### config.mk
export PLATFORM = sky130hd
export DESIGN_NAME = punc_controller
export DESIGN_NICKNAME = d
export VERILOG_FILES = /design/src/rtl/punc_controller.sv
export SDC_FILE = /design/constraint.sdc
export NUM_CORES = 1
export LEC_CHECK = 0
export ABC_AREA = 1
export CAP_MARGIN = 20
export CORE_MARGIN = 2
export CORE_UTILIZATION = 35
export CTS_BUF_LIST = sky130_fd_sc_hd__clkbuf_2 sky130_fd_sc_hd__clkbuf_4 sky130_fd_sc_hd__clkbuf_8
export CTS_CLUSTER_DIAMETER = 40
export DETAILED_ROUTE_END_ITERATION = 16
export HOLD_SLACK_MARGIN = 0.03
export PLACE_DENSITY = 0.95
export SLEW_MARGIN = 20
export SYNTH_ARGS = -nofsm -noshare
export SYNTH_HDL_FRONTEND = slang
export SYNTH_SLANG_ARGS = --single-unit
### constraint.sdc
create_clock -name clk -period 3.8 [get_ports clk]
set_clock_uncertainty 0.1 [all_clocks]
set_input_delay 0.95 -clock clk [delete_from_list [all_inputs] [get_ports clk]]
set_output_delay 0.95 -clock clk [all_outputs]
set_load 0.03 [all_outputs]
### src/rtl/punc_controller.sv
// Multi-cycle fetch/decode/execute control FSM for the PUnC LC3 datapath.
// Optional: define PUNC_ILLEGAL_HALT_EN to halt on RTI (1000) and reserved (1101) opcodes.
module punc_controller (
  input  logic        clk,
  input  logic        rst,
  input  logic [15:0] ir,
  input  logic        N,
  input  logic        Z,
  input  logic        P,
  output logic        PC_ld_register,
  output logic        PC_ld_offset,
  output logic        PC_clr,
  output logic        PC_inc,
  output logic        IR_ld,
  output logic [2:0]  readCtrAddr,
  output logic [15:0] ctrAddr,
  output logic        immSelect,
  output logic [15:0] immValue,
  output logic [2:0]  regFile_r_addr_0,
  output logic [2:0]  regFile_r_addr_1,
  output logic [2:0]  regFile_w_addr_0,
  output logic        regFile_w_en,
  output logic [2:0]  selectALU,
  output logic        modCond,
  output logic [2:0]  W_dataSelect_RF,
  output logic [15:0] LOAD_offset,
  output logic [15:0] WRITE_offset,
  output logic        memWriteEn,
  output logic [1:0]  W_addrSelect_M,
  output logic        halted
);

  localparam logic [3:0] OpBr   = 4'b0000;
  localparam logic [3:0] OpAdd  = 4'b0001;
  localparam logic [3:0] OpLd   = 4'b0010;
  localparam logic [3:0] OpSt   = 4'b0011;
  localparam logic [3:0] OpJsr  = 4'b0100;
  localparam logic [3:0] OpAnd  = 4'b0101;
  localparam logic [3:0] OpLdr  = 4'b0110;
  localparam logic [3:0] OpStr  = 4'b0111;
  localparam logic [3:0] OpRti  = 4'b1000;
  localparam logic [3:0] OpNot  = 4'b1001;
  localparam logic [3:0] OpLdi  = 4'b1010;
  localparam logic [3:0] OpSti  = 4'b1011;
  localparam logic [3:0] OpJmp  = 4'b1100;
  localparam logic [3:0] OpRes  = 4'b1101;
  localparam logic [3:0] OpLea  = 4'b1110;
  localparam logic [3:0] OpTrap = 4'b1111;

  typedef enum logic [2:0] {StReset, StFetch, StDecode, StExec1, StExec2, StHalt} state_e;

  state_e      state_q, state_d;
  logic        ldi_pass_q, ldi_pass_d;
  logic [3:0]  op;
  logic [15:0] sext5, sext6, sext9, sext11;
  logic        ld_reg, ld_off, inc, irld, wen, mwe, modc;

  assign op     = ir[15:12];
  assign sext5  = {{11{ir[4]}}, ir[4:0]};
  assign sext6  = {{10{ir[5]}}, ir[5:0]};
  assign sext9  = {{7{ir[8]}}, ir[8:0]};
  assign sext11 = {{5{ir[10]}}, ir[10:0]};

  always_ff @(posedge clk) begin
    if (!rst) begin
      state_q    <= StReset;
      ldi_pass_q <= 1'b0;
    end else begin
      state_q    <= state_d;
      ldi_pass_q <= ldi_pass_d;
    end
  end

  always_comb begin
    state_d    = state_q;
    ldi_pass_d = 1'b0;
    unique case (state_q)
      StReset:  state_d = StFetch;
      StFetch:  state_d = StDecode;
      StDecode: state_d = StExec1;
      StExec1: begin
        case (op)
          OpJsr, OpLd, OpLdr, OpLdi, OpSt, OpStr, OpSti: state_d = StExec2;
          OpTrap: state_d = StHalt;
`ifdef PUNC_ILLEGAL_HALT_EN
          OpRti, OpRes: state_d = StHalt;
`else
          OpRti, OpRes: state_d = StFetch;
`endif
          default: state_d = StFetch;
        endcase
      end
      StExec2: begin
        // LDI needs a second EXEC2 pass: first the pointer read, then the write-back.
        if (op == OpLdi && !ldi_pass_q) begin
          state_d    = StExec2;
          ldi_pass_d = 1'b1;
        end else begin
          state_d = StFetch;
        end
      end
      StHalt:  state_d = StHalt;
      default: state_d = StReset;
    endcase
  end

  always_comb begin
    ld_reg           = 1'b0;
    ld_off           = 1'b0;
    inc              = 1'b0;
    irld             = 1'b0;
    wen              = 1'b0;
    mwe              = 1'b0;
    modc             = 1'b0;
    PC_clr           = 1'b0;
    readCtrAddr      = 3'd0;
    immSelect        = 1'b0;
    immValue         = (state_q == StReset) ? 16'h0000 : sext5;
    regFile_r_addr_0 = 3'd0;
    regFile_r_addr_1 = 3'd0;
    regFile_w_addr_0 = 3'd0;
    selectALU        = 3'd0;
    W_dataSelect_RF  = 3'd0;
    LOAD_offset      = 16'h0000;
    WRITE_offset     = 16'h0000;
    W_addrSelect_M   = 2'd0;
    halted           = 1'b0;
    unique case (state_q)
      StReset:  PC_clr = 1'b1;
      StFetch:  readCtrAddr = 3'd0;
      StDecode: begin
        irld = 1'b1;
        inc  = 1'b1;
      end
      StExec1: begin
        case (op)
          OpAdd, OpAnd, OpNot: begin
            regFile_r_addr_0 = ir[8:6];
            regFile_r_addr_1 = ir[2:0];
            immSelect        = (op != OpNot) & ir[5];
            selectALU        = (op == OpAdd) ? 3'd0 : (op == OpAnd) ? 3'd1 : 3'd2;
            regFile_w_addr_0 = ir[11:9];
            wen              = 1'b1;
            modc             = 1'b1;
          end
          OpBr: begin
            WRITE_offset = sext9;
            ld_off       = (ir[11] & N) | (ir[10] & Z) | (ir[9] & P);
          end
          OpJmp: begin
            regFile_r_addr_0 = ir[8:6];
            ld_reg           = 1'b1;
          end
          OpJsr: begin
            regFile_w_addr_0 = 3'd7;
            wen              = 1'b1;
            W_dataSelect_RF  = 3'd2;
          end
          OpLd, OpLdi: begin
            readCtrAddr      = 3'd2;
            LOAD_offset      = sext9;
            regFile_r_addr_0 = ir[8:6];
          end
          OpLdr: begin
            readCtrAddr      = 3'd4;
            LOAD_offset      = sext6;
            regFile_r_addr_0 = ir[8:6];
          end
          OpLea: begin
            regFile_w_addr_0 = ir[11:9];
            wen              = 1'b1;
            W_dataSelect_RF  = 3'd3;
            LOAD_offset      = sext9;
          end
          OpSt: begin
            regFile_r_addr_0 = ir[11:9];
            selectALU        = 3'd4;
            W_addrSelect_M   = 2'd0;
            WRITE_offset     = sext9;
          end
          OpStr: begin
            // Base register drives rf0 while the write address is captured.
            regFile_r_addr_0 = ir[8:6];
            selectALU        = 3'd4;
            W_addrSelect_M   = 2'd1;
            WRITE_offset     = sext6;
          end
          OpSti: begin
            regFile_r_addr_0 = ir[11:9];
            selectALU        = 3'd4;
            readCtrAddr      = 3'd2;
            LOAD_offset      = sext9;
          end
          default: ;
        endcase
      end
      StExec2: begin
        case (op)
          OpJsr: begin
            if (ir[11]) begin
              ld_off       = 1'b1;
              WRITE_offset = sext11;
            end else begin
              ld_reg           = 1'b1;
              regFile_r_addr_0 = ir[8:6];
            end
          end
          OpLd, OpLdr: begin
            regFile_w_addr_0 = ir[11:9];
            wen              = 1'b1;
            W_dataSelect_RF  = 3'd1;
          end
          OpLdi: begin
            if (!ldi_pass_q) begin
              readCtrAddr = 3'd3;
            end else begin
              regFile_w_addr_0 = ir[11:9];
              wen              = 1'b1;
              W_dataSelect_RF  = 3'd1;
            end
          end
          OpSt, OpStr, OpSti: begin
            regFile_r_addr_0 = ir[11:9];
            selectALU        = 3'd4;
            mwe              = 1'b1;
            W_addrSelect_M   = (op == OpSti) ? 2'd2 : 2'd3;
          end
          default: ;
        endcase
      end
      StHalt:  halted = 1'b1;
      default: ;
    endcase
  end

  // Commit strobes are masked while reset is held so an aborted instruction leaves no trace.
  assign PC_ld_register = ld_reg & rst;
  assign PC_ld_offset   = ld_off & rst;
  assign PC_inc         = inc & rst;
  assign IR_ld          = irld & rst;
  assign regFile_w_en   = wen & rst;
  assign memWriteEn     = mwe & rst;
  assign modCond        = modc & rst;
  assign ctrAddr        = 16'h0000;

endmodule

==> metrics.yaml <==
status:
  status: "finished clean"
floorplanning:
  die_h_um: 65.2
  num_rows: 22
  ioPinCount: 115
  die-area_mm2: 0.00425
  start_util_pct: 36.1
  die-width_um: 65.2
  coreArea_mm2: 0.00363
cts:
  clk_latency_ns: 0.22
  clkTransAtPathRegs_ns: 0.03
  clk_path_buf_depth: 2
  clockRootBuffer: "clkbuf_8"
  cts_tree: "built"
  numCtsBuffers: 3
  cts_hold_buf: 0
  clock-sinks: 4
  htreeDepth: 1
detailed_routing:
  dr_total_vias: 1738
  wl_per_cell_um: 11.7
  drc: 0
  dr.max_layer_used: "met3"
  drt_iter0_drc: 80
  met3_length_um: 442
  first_pass_iters: 4
  wl_met1_um: 1620
  route.detailed.vias_per_inst: 4.76
  wl_met2_um: 2190
  final_antenna_net_count: 0
  totalWireLength_um: 4260
placed_design:
  place_area_mm2: 0.00195
  finalWeightedCongestion: 0.895
  dp_hpwl_um: 3510
  numPortBuffers: 97
hold_path:
  holdCritPathClass: "reg2reg"
  hold_path.startpoint: "ldi_pass_q$_SDFF_PN0_"
  min_to: "ldi_pass_q$_SDFF_PN0_"
  min_path_cells: 3
global_routing:
  antenna_found_initial: 0
  grt-ovfl-total: 0
  grt_usage_pct: 18.3
  grt_pass1_vias: 1470
  grt_pass1_wl_um: 6390
  grt_max_degree: 22
sta:
  hold_viol: 0
  fmaxAchievable_mhz: 270
  final-setup-viol-count: 0
  fin_crit_ns: 3.70
  setup_tns_ns: 0
  max-slew-margin-rel_pct: 65.3
  period_share_pct: 97.4
  rsz0062_at_grt: "no"
  worst_slew_pin_slew_ns: 0.521
  maxSlewViolCount: 0
finish:
  final_cell_mix: "65 x buf_4, 59 x nand2_1, 39 x clkdlybuf4s50_1"
  drive_gt1_share_pct: 25.6
  syn2layout_area_growth_pct: 52.7
  mostFrequentLayoutCell: "buf_4"
  finish.instance_area_mm2: 0.00200
  n_antenna_cell: 0
  finalNetCount: 340
yosys:
  synth_top_area_share_pct: 24.1
  yosys_warnings: 0
  yosysTopAreaCell: "buf_4"
  synth_seq_cells: 4
  synth_cell_types: 26
  yosys-top-cells-area: "buf_4 24%, nand2_1 17%, nand3_1 7.6%"
  synth_cells: 240
  netlist_area_mm2: 0.00131
  ys_seq_area_share_pct: 6.11
  avgSynthCellArea_um2: 5.46
pwr:
  power_leakage_nw: 1.07
  switching_share_pct: 47.0
  intPower_mw: 0.188
  comb_power_share_pct: 60.8
  vdd_ir_drop_max_v: 0.000103
  pwr-share-clk_pct: 25.3
  power_density_mw_per_mm2: 177
  p_seq_share_pct: 13.9
  switching_power_mw: 0.167
critical_path:
  critPathMaxStageDelay_ns: 0.66
  cp-start-kind: "primary input"
  rr_worst_depth: 6
  critPathBufInv: 2
  endpoint_kind: "output pin"
  reg2reg_to: "state_q[2]$_SDFF_PN0_"
  cp_data_required_time_ns: 2.75
  criticalPathCategory: "in2out"
  critPathTopFamily: "buffers and inverters"
  arrival_ns: 2.65
  path_cells: "clkdlybuf4s50_1, nor2_1, nand2_1, nor2_1, a21oi_1, a21oi_1, buf_4"
  reg2reg_from: "state_q[2]$_SDFF_PN0_"
  crit_fanout: 8
  cp_slowest_cell: "clkdlybuf4s50_1"
  reg2reg_slack_ns: 2.35
job:
  cap_viol_max_count: 0
[flip-flops by register name, summed over array words and instances, names as in the netlist]
signal / cells
ldi_pass_q: 1
state_q: 3
[through the flow]
step | total power [mW] | util [%] | setup slack, ns | hold WS [ns] | std cells
floorplan | 0.211 | - | 0.117 | 0.448 | 256
global placement | 0.262 | 53.8 | 0.144 | 0.499 | 362
detailed placement | 0.264 | 53.8 | 0.134 | 0.505 | 362
CTS | 0.355 | 54.9 | 0.125 | 0.509 | 365
global route | 0.371 | 55.1 | 0.0135 | 0.565 | 365
finish | 0.354 | 55.1 | 0.0977 | 0.503 | 365
[per-layer routing]
layer | up-vias | GRT usage (%)
li1 | 869 | -
met1 | 767 | 21.2
met2 | 102 | 34.6
met3 | 0 | 2.74
met4 | 0 | 4.69
met5 | - | 0
[worst max path at each step]
stage	start	cells after the start	end
floorplan	ir[13]	8	LOAD_offset[10]
global placement	ir[14]	8	WRITE_offset[15]
detailed placement	ir[14]	8	WRITE_offset[13]
CTS	ir[14]	8	WRITE_offset[13]
global route	ir[15]	7	WRITE_offset[0]
finish	ir[15]	7	WRITE_offset[0]
[timing repair]
action | in CTS | in global routing
gates resized for setup | 0 | 2
endpoints found under the setup margin | 0 | 3
setup buffers | 0 | 0
[logic make-up after synthesis]
family	Yosys count	synth area share, %
AND/OR/NAND/NOR	129	44.9
buffers and inverters	76	36.2
AO/OA/AOI/OAI	30	12.5
flip-flops	4	6.11
other	1	0.286
[Yosys cell counts]
master / count
a21boi_0: 2
a21oi_1: 16
a31oi_1: 1
a32o_1: 1
buf_2: 1
buf_4: 42
buf_6: 4
clkinv_1: 1
conb_1: 1
dfxtp_1: 4
inv_1: 26
inv_2: 2
nand2_1: 59
nand2_2: 3
nand3_1: 20
nand3_2: 2
nand4_1: 4
nor2_1: 25
nor2_2: 2
nor2_4: 2
nor3_1: 9
nor3_4: 1
nor4_1: 2
o211ai_1: 1
o21ai_0: 6
o21ai_1: 3
[power groups by stage]
stage | logic [mW] | clock network (mW) | registers (mW)
detailed placement | 0.214 | 0 | 0.0498
global placement | 0.212 | 0 | 0.0495
CTS | 0.215 | 0.0913 | 0.0492
floorplan | 0.162 | 0 | 0.0491
finish | 0.215 | 0.0898 | 0.0492
global route | 0.229 | 0.0929 | 0.0494
[worst min-delay path, delay by kind of cell (launching register included)]
family	cells	cell delay, ns
DFF	1	0.29
buffers and inverters	1	0.06
and+or+nand+nor	2	0.20
[cell type report]
type	instances	area [um^2]
tap	48	60.1
sequential	4	80.1
fill	357	1630
inverter	29	109
timing repair buffer	105	891
clock buffer	3	41.3
multi-input combinational	176	820
No activity file was read; power rests on OpenSTA's default activity.
